**src/rtl/idecode_q.sv**
```systemverilog
// Decode-stage instruction queue: DEPTH-entry ring buffer with valid/ready on both sides,
// synchronous flush and combinational decode of the head entry. Optional macro: IDQ_BYPASS_EN.
module idecode_q #(
    parameter int unsigned DEPTH = 2,
    parameter int unsigned IW    = 32,
    parameter int unsigned PW    = 32
) (
    input  logic                     clk,
    input  logic                     reset,
    input  logic                     in_valid,
    output logic                     in_ready,
    input  logic [IW-1:0]            in_instr,
    input  logic [PW-1:0]            in_pc8,
    input  logic                     flush,
    output logic                     out_valid,
    input  logic                     out_ready,
    output logic [3:0]               cond_d,
    output logic [3:0]               rd_d,
    output logic [3:0]               ra1,
    output logic [3:0]               ra2,
    output logic [3:0]               rs_d,
    output logic [31:0]              ext_imm,
    output logic                     is_dp,
    output logic                     is_mem,
    output logic                     is_br,
    output logic                     undef,
    output logic                     link,
    output logic [PW-1:0]            pc8_d,
    output logic [$clog2(DEPTH):0]   count
);

    localparam int unsigned AW = $clog2(DEPTH);
    localparam int unsigned CW = AW + 1;

    logic [IW-1:0] instr_mem_q [DEPTH];
    logic [PW-1:0] pc_mem_q    [DEPTH];

    logic [AW-1:0] wr_ptr_q, wr_ptr_d;
    logic [AW-1:0] rd_ptr_q, rd_ptr_d;
    logic [CW-1:0] count_q, count_d;

    logic          empty_c;
    logic          byp_c;
    logic          push_c;
    logic          pop_c;
    logic [31:0]   instr_c;
    logic [PW-1:0] pc_c;
    logic [1:0]    cls_c;
    logic          unused_c;

    assign empty_c   = (count_q == '0);
    assign in_ready  = (count_q != CW'(DEPTH));
    assign count     = count_q;

    // Bypass hands an arriving word straight to decode while the queue is empty
`ifdef IDQ_BYPASS_EN
    assign byp_c     = empty_c & in_valid & ~flush;
    assign instr_c   = empty_c ? 32'(in_instr) : 32'(instr_mem_q[rd_ptr_q]);
    assign pc_c      = empty_c ? in_pc8 : pc_mem_q[rd_ptr_q];
`else
    assign byp_c     = 1'b0;
    assign instr_c   = 32'(instr_mem_q[rd_ptr_q]);
    assign pc_c      = pc_mem_q[rd_ptr_q];
`endif

    assign out_valid = ~flush & (~empty_c | byp_c);
    assign pop_c     = out_valid & out_ready & ~empty_c;
    assign push_c    = in_valid & in_ready & ~flush & ~(byp_c & out_ready);

    always_comb begin
        wr_ptr_d = wr_ptr_q;
        rd_ptr_d = rd_ptr_q;
        count_d  = count_q;
        if (flush) begin
            wr_ptr_d = '0;
            rd_ptr_d = '0;
            count_d  = '0;
        end else begin
            if (push_c) wr_ptr_d = wr_ptr_q + AW'(1);
            if (pop_c)  rd_ptr_d = rd_ptr_q + AW'(1);
            case ({push_c, pop_c})
                2'b10:   count_d = count_q + CW'(1);
                2'b01:   count_d = count_q - CW'(1);
                default: count_d = count_q;
            endcase
        end
    end

    always_ff @(posedge clk or negedge reset) begin
        if (!reset) begin
            wr_ptr_q <= '0;
            rd_ptr_q <= '0;
            count_q  <= '0;
        end else begin
            wr_ptr_q <= wr_ptr_d;
            rd_ptr_q <= rd_ptr_d;
            count_q  <= count_d;
        end
    end

    // Payload storage needs no reset: count gates every read
    always_ff @(posedge clk) begin
        if (push_c) begin
            instr_mem_q[wr_ptr_q] <= in_instr;
            pc_mem_q[wr_ptr_q]    <= in_pc8;
        end
    end

    assign cls_c    = instr_c[27:26];
    assign unused_c = instr_c[25];

    always_comb begin
        cond_d  = '0;
        rd_d    = '0;
        ra1     = '0;
        ra2     = '0;
        rs_d    = '0;
        ext_imm = '0;
        is_dp   = 1'b0;
        is_mem  = 1'b0;
        is_br   = 1'b0;
        undef   = 1'b0;
        link    = 1'b0;
        pc8_d   = '0;
        if (out_valid) begin
            cond_d = instr_c[31:28];
            rd_d   = instr_c[15:12];
            rs_d   = instr_c[11:8];
            pc8_d  = pc_c;
            is_dp  = (cls_c == 2'b00);
            is_mem = (cls_c == 2'b01);
            is_br  = (cls_c == 2'b10);
            undef  = (cls_c == 2'b11);
            link   = is_br & instr_c[24];
            ra1    = is_br ? 4'hF : instr_c[19:16];
            ra2    = (is_mem & ~instr_c[20]) ? instr_c[15:12] : instr_c[3:0];
            case (cls_c)
                2'b00:   ext_imm = {24'd0, instr_c[7:0]};
                2'b01:   ext_imm = {20'd0, instr_c[11:0]};
                2'b10:   ext_imm = {{6{instr_c[23]}}, instr_c[23:0], 2'b00};
                default: ext_imm = '0;
            endcase
        end
    end

endmodule

```
**config.mk**
```make
export PLATFORM = sky130hd
export DESIGN_NAME = idecode_q
export DESIGN_NICKNAME = d
export VERILOG_FILES = /design/src/rtl/idecode_q.sv
export SDC_FILE = /design/constraint.sdc
export NUM_CORES = 1
export LEC_CHECK = 0
export BUFFER_PORTS_ARGS = -buffer_cell sky130_fd_sc_hd__buf_4
export CORE_MARGIN = 2
export CORE_UTILIZATION = 50
export CTS_CLUSTER_DIAMETER = 40
export DETAILED_ROUTE_END_ITERATION = 8
export GPL_ROUTABILITY_DRIVEN = 0
export MAX_ROUTING_LAYER = met4
export PLACE_DENSITY = 0.78
export RECOVER_POWER = 25
export SETUP_SLACK_MARGIN = 0.2
export SLEW_MARGIN = 15
export SYNTH_ARGS = -nofsm -noshare
export SYNTH_HDL_FRONTEND = slang
export SYNTH_SLANG_ARGS = --single-unit
```
**constraint.sdc**
```tcl
create_clock -name clk -period 11.4 [get_ports clk]
set_clock_uncertainty 0.2 [all_clocks]
set_input_delay 1.71 -clock clk [delete_from_list [all_inputs] [get_ports clk]]
set_output_delay 1.71 -clock clk [all_outputs]
set_load 0.01 [all_outputs]
```
==> flow_summary_export.csv, run 1 <==
group,metric,value,unit
routing,dr.pass1.iters,4,
global_route,gr-usage-met3,5.33,%
logic_synthesis,yosysSeqAreaShare,72.8,%
logic_synthesis,synth_nets,411,
sta,worst_slack,6.40,ns
clocking,cts_setup_buffers,0,
global_route,grt_antenna_before_repair,0,
sta,slew_headroom,50.8,%
die,die_area,11500,um^2
final_layout,final_common_cell,"edfxtp_1",
sta,drv_slew,0,
clocking,cts_tree,"done",
logic_synthesis,synth-edff-count,126,
power_and_ir_drop,powerDensity,158,nW/um^2
critical_path,critPathLaunchType,"primary input",
final_layout,num_antenna_cells,0,
routing,drcViolationCount,0,
die,start_util,51.7,%
sta,final_hold_viol_count,0,
logic_synthesis,synth_warnings,0,
final_layout,areaGrowthSynthToFinish,33.8,%
run_status,status,"finished, final reports clean",
global_route,grt_pass1_vias,3272,
sta,worst_slew_pin_slew,0.738,ns
routing,viasPerCell,5.06,
global_route,grt_util_met1,23.7,%
logic_synthesis,ys.flop_type,"edfxtp_1",
die,boundaryPins,162,
clocking,postCtsHoldBufs,0,
power_and_ir_drop,swShare,21.8,%
power_and_ir_drop,internal_power,0.881,mW
global_route,grt.total_usage,19.6,%
critical_path,worstSetupEndpointType,"output port",
die,die_w,107,um
routing,drt_wl_total,10800,um
global_route,gr-max-usage-layer,"met2",
clocking,cts_resized,0,
final_layout,multi_input_area,1260,um^2
flow_run,max_cap_violations,0,
routing,vias,3312,
power_and_ir_drop,seq_power_share,49.4,%
clocking,clk_latency,0.50,ns
power_and_ir_drop,ir_drop,0.0908,mV
sta,tns,0,ns
critical_path,crit_type,"in2out",
global_route,grt_start_max_net_pins,73,
power_and_ir_drop,combinationalPowerShare,9.4,%
logic_synthesis,syn_avg_cell_area,15.6,um^2
placed_design,dp_hpwl,7030,um
die,chipHeight,107,um
clocking,clkTransAtPathRegs,0.05,ns
sta,post-route-min-period,5.00,ns
sta,setup_viol,0,
final_layout,drive_above_1_share,40.7,%
global_route,met2_usage,31.4,%
routing,drtAntennaViolNets,0,
global_route,grt_pass1_wl,16200,um
final_layout,fill_cells,689,
routing,drtIter0Drc,196,
logic_synthesis,netlist_instances,342,
logic_synthesis,synth_area,5340,um^2
clocking,clock_tree.root_cell,"clkbuf_8",
die,core-area,10300,um^2
critical_path,cp.arrival,3.09,ns
power_and_ir_drop,p_leak,2.77,nW
sta,period_share,43.9,%
final_layout,seq_area,3890,um^2
clocking,numCtsBuffers,17,
global_route,grt-ovfl-total,0,
power_and_ir_drop,p_switching,0.246,mW
final_layout,mostFrequentLayoutCells,"126 x edfxtp_1, 120 x buf_4, 67 x nor2_1",
hold_path,worstHoldPathType,"reg2reg",
final_layout,nNetsFinal,576,
critical_path,critical_path_required,9.49,ns
placed_design,pre_cts_slack,6.39,ns
power_and_ir_drop,clkPwrFrac,41.2,%
die,rows,37,
clocking,clock_sinks,130,
sta,rsz0062_at_grt,"no",
placed_design,io_buffers,160,
clocking,cts_max_level,4,
sta,fmax,200,MHz
clocking,cts_buffer_depth,2,
logic_synthesis,ys_ff_latch,130,
critical_path,cp_max_fo,15,
logic_synthesis,synth.distinct_cells,32,
logic_synthesis,synthArstFlopShare,3.08,%
routing,wl_per_cell,16.5,um
[cell usage after synthesis, types with 3 or more instances]
library cell / number / area [um^2]
nor2b_1: 3 / 18.8
o21ai_0: 3 / 15.0
mux2i_1: 58 / 581
nand2_1: 7 / 26.3
inv_1: 8 / 30.0
edfxtp_1: 126 / 3780
dfrtp_1: 4 / 100
nor2_1: 67 / 251
o22ai_1: 10 / 62.6
mux2_2: 8 / 90.1
buf_2: 6 / 30.0
a21oi_1: 7 / 35.0
buf_4: 11 / 82.6
buf_6: 4 / 45.0
[power by group through the flow]
stage                     clock, mW  sequential, mW  combinational [mW]
after detailed placement          0           0.570               0.103
after floorplan                   0           0.561              0.0625
after CTS                     0.476           0.561               0.103
after global placement            0           0.569              0.0999
final                         0.464           0.556               0.106
after global routing          0.498           0.558               0.115
[registers in the layout, indices dropped and copies added, names as in the netlist]
register / cells
count: 2
wr_ptr_q: 1
pc_mem_q: 64
instr_mem_q: 62
rd_ptr_q: 1
[cell families (layout without fill, tap and decap cells)]
| kind of cell | count (synthesis) | after routing | share of synthesized area (%) |
|---|---|---|---|
| AOI/OAI and AO/OA | 27 | 27 | 3.47 |
| xor gates and xnor gates | 1 | 1 | 0.164 |
| buffers and inverters | 31 | 208 | 3.70 |
| DFF | 130 | 130 | 72.8 |
| muxes | 66 | 66 | 12.6 |
| and+or+nand+nor | 87 | 87 | 7.32 |
[metal layers]
metal | vias up | wire length (um)
met2 | 141 | 5560
met4 | 0 | 26
met5 | - | 0
met1 | 1575 | 4340
met3 | 2 | 870
li1 | 1594 | -
[critical path, stage by stage]
cell	delay, ns
buf_4	0.14
o21bai_4	0.18
inv_4	0.10
o21ai_2	0.13
buf_4	0.23
nor2_1	0.38
buf_4	0.21
[metrics by stage]
stage	util (%)	hold WS, ns	area (um^2)	total power [mW]	instances
2_1_floorplan	-	0.329	5340	0.623	342
3_3_place_gp	64.0	0.364	6610	0.669	623
3_5_place_dp	64.0	0.384	6610	0.673	623
4_1_cts	69.0	0.394	7120	1.14	654
5_1_grt	69.2	0.433	7140	1.17	655
6_report	69.2	0.391	7140	1.13	655
[worst paths after layout]
path,start,endpoint,slack (ns),depth (start not counted)
worst max-delay path,flush,ext_imm[29],6.40,7
worst min-delay path,wr_ptr_q$_DFFE_PN0P_,wr_ptr_q$_DFFE_PN0P_,0.39,2
worst max register to register,count[1]$_DFFE_PN0P_,instr_mem_q[1][1]$_DFFE_PP_,9.15,5
worst min register to register,wr_ptr_q$_DFFE_PN0P_,wr_ptr_q$_DFFE_PN0P_,0.39,2
max in group asynchronous,reset,rd_ptr_q$_DFFE_PN0P_,9.91,1
min in group asynchronous,reset,count[1]$_DFFE_PN0P_,0.85,1
[cell type report]
class | count | share of cell area [%]
repair buffers | 167 | 17.7
clock inverters | 12 | 1.31
flip-flops and latches | 130 | 54.4
inverters | 10 | 0.561
well taps | 136 | 2.38
multi-input cells | 181 | 17.7
clock buffers | 19 | 5.91
(Power assumes the default switching activity.)
==> run 2, diff against run 1 <==
--- a/config.mk
+++ b/config.mk
@@ -5,14 +5,15 @@
 export SDC_FILE = /design/constraint.sdc
 export NUM_CORES = 1
 export LEC_CHECK = 0
+export ABC_AREA = 1
 export BUFFER_PORTS_ARGS = -buffer_cell sky130_fd_sc_hd__buf_4
 export CORE_MARGIN = 2
-export CORE_UTILIZATION = 50
+export CORE_UTILIZATION = 47
 export CTS_CLUSTER_DIAMETER = 40
 export DETAILED_ROUTE_END_ITERATION = 8
 export GPL_ROUTABILITY_DRIVEN = 0
 export MAX_ROUTING_LAYER = met4
-export PLACE_DENSITY = 0.78
+export PLACE_DENSITY = 0.76
 export RECOVER_POWER = 25
 export SETUP_SLACK_MARGIN = 0.2
 export SLEW_MARGIN = 15
==> constraint.sdc (replaced) <==
create_clock -name clk -period 4.15 [get_ports clk]
set_clock_uncertainty 0.2 [all_clocks]
set_input_delay 0.6225 -clock clk [delete_from_list [all_inputs] [get_ports clk]]
set_output_delay 0.6225 -clock clk [all_outputs]
set_load 0.01 [all_outputs]
==> run 2 against run 1 <==
Compared with the run above:
- the run now ends with design-rule violations left
- clock power grew to 3.1 times the previous value
- die area is 11% higher
- design area is 4.1% higher
- critical path type is now reg2out
- via count is 22% higher
- combinational power grew to 5.1 times the previous value
- count of clock-buffer cells in the layout is 1 higher
==> flow_summary_export.csv, run 2 <==
group,metric,value,unit
clocking,clkTransAtPathRegs,0.05,ns
die,die_area,12800,um^2
power_and_ir_drop,internal_power,2.66,mW
logic_synthesis,syn_avg_cell_area,10.9,um^2
logic_synthesis,synth_area,5610,um^2
placed_design,dp_hpwl,7780,um
placed_design,io_buffers,160,
logic_synthesis,netlist_instances,513,
sta,drv_slew,0,
final_layout,final_area,7430,um^2
die,chipHeight,113,um
global_route,met2_usage,30.6,%
routing,viasPerCell,4.86,
sta,fmax,293,MHz
global_route,gr-max-usage-layer,"met2",
power_and_ir_drop,ir_drop,0.393,mV
critical_path,r2r.worst_path.cells,7,
power_and_ir_drop,seq_power_share,44.0,%
logic_synthesis,synth_area_leader_cell,"edfxtp_1",
routing,drt_wl_total,11700,um
sta,worst_slew_pin_slew,0.858,ns
global_route,gr-usage-met3,4.55,%
clocking,cts_buffer_depth,2,
sta,period_share,82.2,%
logic_synthesis,ys.flop_type,"edfxtp_1",
flow_run,max_cap_violations,0,
sta,final_hold_viol_count,0,
sta,tns,0,ns
power_and_ir_drop,combinationalPowerShare,15.2,%
clocking,clock_tree.root_cell,"clkbuf_16",
power_and_ir_drop,clkPwrFrac,40.8,%
clocking,cts_max_level,4,
clocking,clock_sinks,130,
final_layout,areaGrowthSynthToFinish,32.5,%
critical_path,critPathLaunchType,"flip-flop",
critical_path,cp.arrival,2.59,ns
clocking,numCtsBuffers,17,
logic_synthesis,synth_warnings,0,
logic_synthesis,synth.distinct_cells,26,
clocking,cts_setup_buffers,0,
sta,slew_headroom,42.8,%
routing,drtIter0Drc,176,
sta,rsz0062_at_grt,"no",
final_layout,num_antenna_cells,0,
critical_path,worstSetupEndpointType,"output port",
logic_synthesis,synth-edff-count,126,
placed_design,pre_cts_slack,1.09,ns
die,core-area,11500,um^2
final_layout,largest_register,"pc_mem_q",
die,rows,39,
critical_path,critical_path_required,3.33,ns
hold_path,worstHoldPathType,"in2reg",
logic_synthesis,ys_top_cells_by_count,"201 x nand2_1, 126 x edfxtp_1, 63 x inv_1",
routing,drcViolationCount,12,
clocking,postCtsHoldBufs,1,
global_route,grt_pass1_wl,18400,um
power_and_ir_drop,powerDensity,475,nW/um^2
global_route,grt-ovfl-total,0,
routing,drtAntennaViolNets,0,
critical_path,crit_type,"reg2out",
routing,dr.pass1.iters,7,
routing,vias,4025,
placed_design,placed_area,6890,um^2
power_and_ir_drop,p_switching,0.871,mW
sta,setup_viol,0,
logic_synthesis,yosysSeqAreaShare,69.2,%
logic_synthesis,synth.most_common_cell,"nand2_1",
global_route,grt_antenna_before_repair,0,
logic_synthesis,synth_top_area_share,67.4,%
global_route,grt_pass1_vias,3835,
final_layout,largest_reg_flops,64,
run_status,violations,"design-rule violations",
final_layout,mostFrequentLayoutCells,"201 x nand2_1, 126 x edfxtp_1, 116 x buf_4",
power_and_ir_drop,power,3.53,mW
final_layout,final_common_cell,"nand2_1",
final_layout,nNetsFinal,741,
sta,post-route-min-period,3.41,ns
clocking,cts_resized,0,
global_route,grt_util_met1,22.9,%
critical_path,cp_max_fo,42,
die,start_util,48.7,%
logic_synthesis,synth_nets,582,
die,boundaryPins,162,
logic_synthesis,synth_area_leaders,"edfxtp_1 67%, nand2_1 13%, inv_1 4.2%",
power_and_ir_drop,p_leak,3.43,nW
final_layout,drive_above_1_share,30.8,%
hold_path,hold_depth,1,
global_route,grt.total_usage,19.1,%
logic_synthesis,ys_ff_latch,130,
power_and_ir_drop,swShare,24.7,%
clocking,cts_tree,"done",
run_status,status,"finished, violations left",
logic_synthesis,synthArstFlopShare,3.08,%
die,die_w,113,um
clocking,clk_latency,0.40,ns
routing,wl_per_cell,14.1,um
global_route,grt_start_max_net_pins,64,
sta,worst_slack,0.738,ns
[run 2: cell types whose count changed in the layout (fill, tap and decap cells not counted), sizes merged, moves of 3 or more]
cell   before  now
nand2       7  205
nor3b       3    0
mux2        8    0
buf       121  117
mux2i      58    9
inv        10   66
nor2b       3    0
nor2       67   38
o21ai       4   19
nand3       1    4
o22ai      10    7
[run 2: cell families (layout without fill, tap and decap cells)]
family                 Yosys count  count (layout)  share of synthesized area (%)
DFF                            130             130                           69.2
and+or+nand+nor                250             250                           18.2
AOI/OAI and AO/OA               33              33                           3.63
buffers and inverters           91             263                           7.36
muxes                            9               9                           1.61
[run 2: final timing paths]
path / start / to / slack, ns
setup / recovery: rd_ptr_q$_DFFE_PN0P_ / ext_imm[8] / 0.74
hold / removal: in_instr[7] / instr_mem_q[1][7]$_DFFE_PP_ / 0.21
setup reg to reg: count[0]$_DFFE_PN0P_ / pc_mem_q[0][7]$_DFFE_PP_ / 1.66
hold reg to reg: wr_ptr_q$_DFFE_PN0P_ / wr_ptr_q$_DFFE_PN0P_ / 0.36
max in group asynchronous: reset / rd_ptr_q$_DFFE_PN0P_ / 3.28
min in group asynchronous: reset / count[1]$_DFFE_PN0P_ / 0.36
[run 2: critical path: stages, from the launching register on]
cell	delay, ns
dfrtp_2	0.90
buf_4	0.49
nand2_1	0.08
o21ai_0	0.11
inv_1	0.07
nor2_1	0.16
nand2_1	0.10
o21ai_0	0.09
buf_4	0.16
[run 2: layer usage]
layer  routed length [um]  up-vias
li1                     -     1980
met1                 4810     1870
met2                 5880      146
met3                  731       29
met4                  293        0
met5                    0        -
[run 2: power groups by stage]
stage,Clock (mW),Combinational [mW],Sequential [mW]
finish,1.44,0.537,1.55
global route,1.52,0.596,1.56
CTS,1.46,0.549,1.55
detailed placement,0,0.546,1.58
global placement,0,0.531,1.58
floorplan,0,0.331,1.56
[run 2: stage by stage]
step	hold slack [ns]	utilization, %	instances
floorplan	0.127	-	513
global placement	0.220	59.8	795
detailed placement	0.223	59.8	795
CTS	0.189	64.9	828
global route	0.199	64.5	828
finish	0.208	64.5	828
[run 2: layout make-up]
cell class | instances | area, um^2
fillers | 900 | 4080
flip-flops and latches | 130 | 3880
multi-input cells | 292 | 1330
repair buffers | 165 | 1210
clock buffers | 20 | 437
inverters | 66 | 250
well taps | 143 | 179
clock inverters | 12 | 140
==> run 3, diff against run 2 <==
--- a/config.mk
+++ b/config.mk
@@ -5,10 +5,10 @@
 export SDC_FILE = /design/constraint.sdc
 export NUM_CORES = 1
 export LEC_CHECK = 0
-export ABC_AREA = 1
+export ABC_AREA = 0
 export BUFFER_PORTS_ARGS = -buffer_cell sky130_fd_sc_hd__buf_4
 export CORE_MARGIN = 2
-export CORE_UTILIZATION = 47
+export CORE_UTILIZATION = 46
 export CTS_CLUSTER_DIAMETER = 40
 export DETAILED_ROUTE_END_ITERATION = 8
 export GPL_ROUTABILITY_DRIVEN = 0
==> constraint.sdc (replaced) <==
create_clock -name clk -period 2.85 [get_ports clk]
set_clock_uncertainty 0.2 [all_clocks]
set_input_delay 0.4275 -clock clk [delete_from_list [all_inputs] [get_ports clk]]
set_output_delay 0.4275 -clock clk [all_outputs]
set_load 0.01 [all_outputs]
==> run 3 against run 2 <==
Compared with the run above:
- the run now ends clean
- first-iteration DRC count rose by 14%
- hold slack worse by 0.17 ns
- combinational power is 0.7% lower
- setup slack lost 0.51 ns
- register-to-register slack got worse by 0.81 ns
- clock power is 33% higher
- sequential share of layout area decreased by 2.5 points
- die area down 2.7%
- largest cell class unchanged
- largest power group unchanged
==> flow_summary_export.csv, run 3 (synthesis gave the netlist of run 1 again) <==
group,metric,value,unit
final_layout,num_antenna_cells,0,
die,start_util,46.9,%
routing,wl_met2,6240,um
die,rows,39,
sta,post-route-min-period,2.62,ns
final_layout,final_common_cell,"buf_4",
power_and_ir_drop,power,4.67,mW
clocking,cts_max_level,4,
die,boundaryPins,162,
placed_design,pre_cts_slack,0.348,ns
routing,top_layer_used,"met4",
routing,vias,3597,
global_route,grt_pass1_vias,3631,
routing,wl_per_cell,16.5,um
routing,drt_wl_total,12000,um
global_route,grt.total_usage,19.2,%
critical_path,worstSetupEndpointType,"output port",
final_layout,largest_register,"pc_mem_q",
sta,slew_headroom,67.0,%
global_route,grt_pass1_wl,17900,um
global_route,grt-ovfl-total,0,
routing,drtIter0Drc,201,
final_layout,nNetsFinal,640,
clocking,numCtsBuffers,17,
power_and_ir_drop,clkPwrFrac,41.2,%
sta,worst_slack,0.226,ns
power_and_ir_drop,powerDensity,598,nW/um^2
sta,rsz0062_at_grt,"yes",
die,chipHeight,112,um
clocking,clock_tree.root_cell,"clkbuf_16",
die,core-area,11400,um^2
hold_path,worstHoldPathType,"in2reg",
final_layout,fill_cells,815,
critical_path,worstPathCellList,"buf_12, nor4b_4, a41oi_2, mux2_2, buf_4",
final_layout,largest_reg_flops,64,
routing,route.met3.wl,807,um
power_and_ir_drop,internal_power,3.65,mW
placed_design,dp_hpwl,7560,um
clocking,clk_latency,0.39,ns
power_and_ir_drop,seq_power_share,47.4,%
sta,final_hold_viol_count,0,
critical_path,crit_path_max_incr_delay,0.58,ns
flow_run,max_cap_violations,0,
routing,drcViolationCount,0,
routing,viasPerCell,4.95,
final_layout,drive_above_1_share,37.3,%
sta,worst_slew_pin_slew,0.495,ns
critical_path,critical_path_required,2.22,ns
die,die_area,12500,um^2
sta,drv_slew,0,
power_and_ir_drop,ir_drop,0.381,mV
critical_path,crit_type,"reg2out",
sta,fmax,381,MHz
die,die_w,112,um
routing,wl_met1,4850,um
global_route,grt_start_max_net_pins,36,
critical_path,cp.arrival,2.00,ns
final_layout,areaGrowthSynthToFinish,46.3,%
power_and_ir_drop,p_switching,1.02,mW
routing,drtAntennaViolNets,0,
sta,setup_viol,0,
placed_design,io_buffers,160,
clocking,cts_buffer_depth,2,
critical_path,cp_max_fo,10,
clocking,clkTransAtPathRegs,0.05,ns
critical_path,critPathLaunchType,"flip-flop",
global_route,grt_antenna_before_repair,0,
critical_path,slowest_stage,"dfrtp_4",
run_status,status,"finished, final reports clean",
sta,hold_slack,0.0369,ns
final_layout,mostFrequentLayoutCells,"129 x buf_4, 126 x edfxtp_1, 66 x nor2_1",
power_and_ir_drop,swShare,21.9,%
critical_path,critical_path_buf_inv_count,2,
sta,tns,0,ns
power_and_ir_drop,p_leak,3.03,nW
clocking,clock_sinks,130,
routing,dr.pass1.iters,4,
clocking,cts_tree,"done",
final_layout,fin_util,68.7,%
sta,period_share,92.1,%
critical_path,critPathTopFamily,"flip-flops",
power_and_ir_drop,combinationalPowerShare,11.4,%
run 3: cell types whose count changed in the layout (fill, tap and decap cells not counted), sizes merged, moves of 8 or more:
cell	change
nand2	-198
inv	-56
dlygate4sd3	+51
mux2i	+49
nor2	+29
buf	+17
o21ai	-15
mux2	+8
run 3: per-stage QoR:
stage | cell area [um^2] | cells
2_1_floorplan | 5380 | 342
3_3_place_gp | 6700 | 637
3_5_place_dp | 6700 | 637
4_1_cts | 7620 | 705
5_1_grt | 7810 | 727
6_report | 7810 | 727
run 3: per-layer routing:
layer  vias up  track usage (%)
li1       1726                -
met1      1729             22.8
met2       135             32.0
met3         7             5.72
met4         0             5.76
met5         -                -
run 3: path summary, 6_finish.rpt:
| path | start | end | slack, ns | cells past startpoint |
|---|---|---|---|---|
| max in group asynchronous | reset | rd_ptr_q$_DFFE_PN0P_ | 2.04 | 2 |
| setup / recovery | rd_ptr_q$_DFFE_PN0P_ | ra2[2] | 0.23 | 5 |
| hold / removal | in_instr[8] | instr_mem_q[1][8]$_DFFE_PP_ | 0.04 | 1 |
| setup reg to reg | count[1]$_DFFE_PN0P_ | pc_mem_q[1][20]$_DFFE_PP_ | 0.85 | 5 |
| hold reg to reg | wr_ptr_q$_DFFE_PN0P_ | wr_ptr_q$_DFFE_PN0P_ | 0.44 | 2 |
| min in group asynchronous | reset | count[1]$_DFFE_PN0P_ | 0.19 | 2 |
run 3: final cells by class:
type	instances	area, um^2	share of cell area [%]
sequential	130	3890	49.8
timing repair buffer	231	1860	23.8
multi-input combinational	181	1310	16.8
clock buffer	22	444	5.69
tap	143	179	2.29
clock inverter	10	87.6	1.12
inverter	10	40.0	0.513
run 3: timing repair:
item / 4_1_cts / 5_1_grt
resized for setup: 4 / 2
hold buffers: 30 / 22
setup endpoints to repair: 54 / 31
buffers inserted: 6 / 0
pin swaps: 1 / 1
endpoints found under the hold margin: 58 / 43
run 3: power by group through the flow:
stage	combinational (mW)	sequential (mW)	clock, mW
finish	0.533	2.21	1.92
global route	0.574	2.22	2.04
CTS	0.520	2.21	1.97
detailed placement	0.448	2.26	0
global placement	0.440	2.25	0
floorplan	0.254	2.24	0
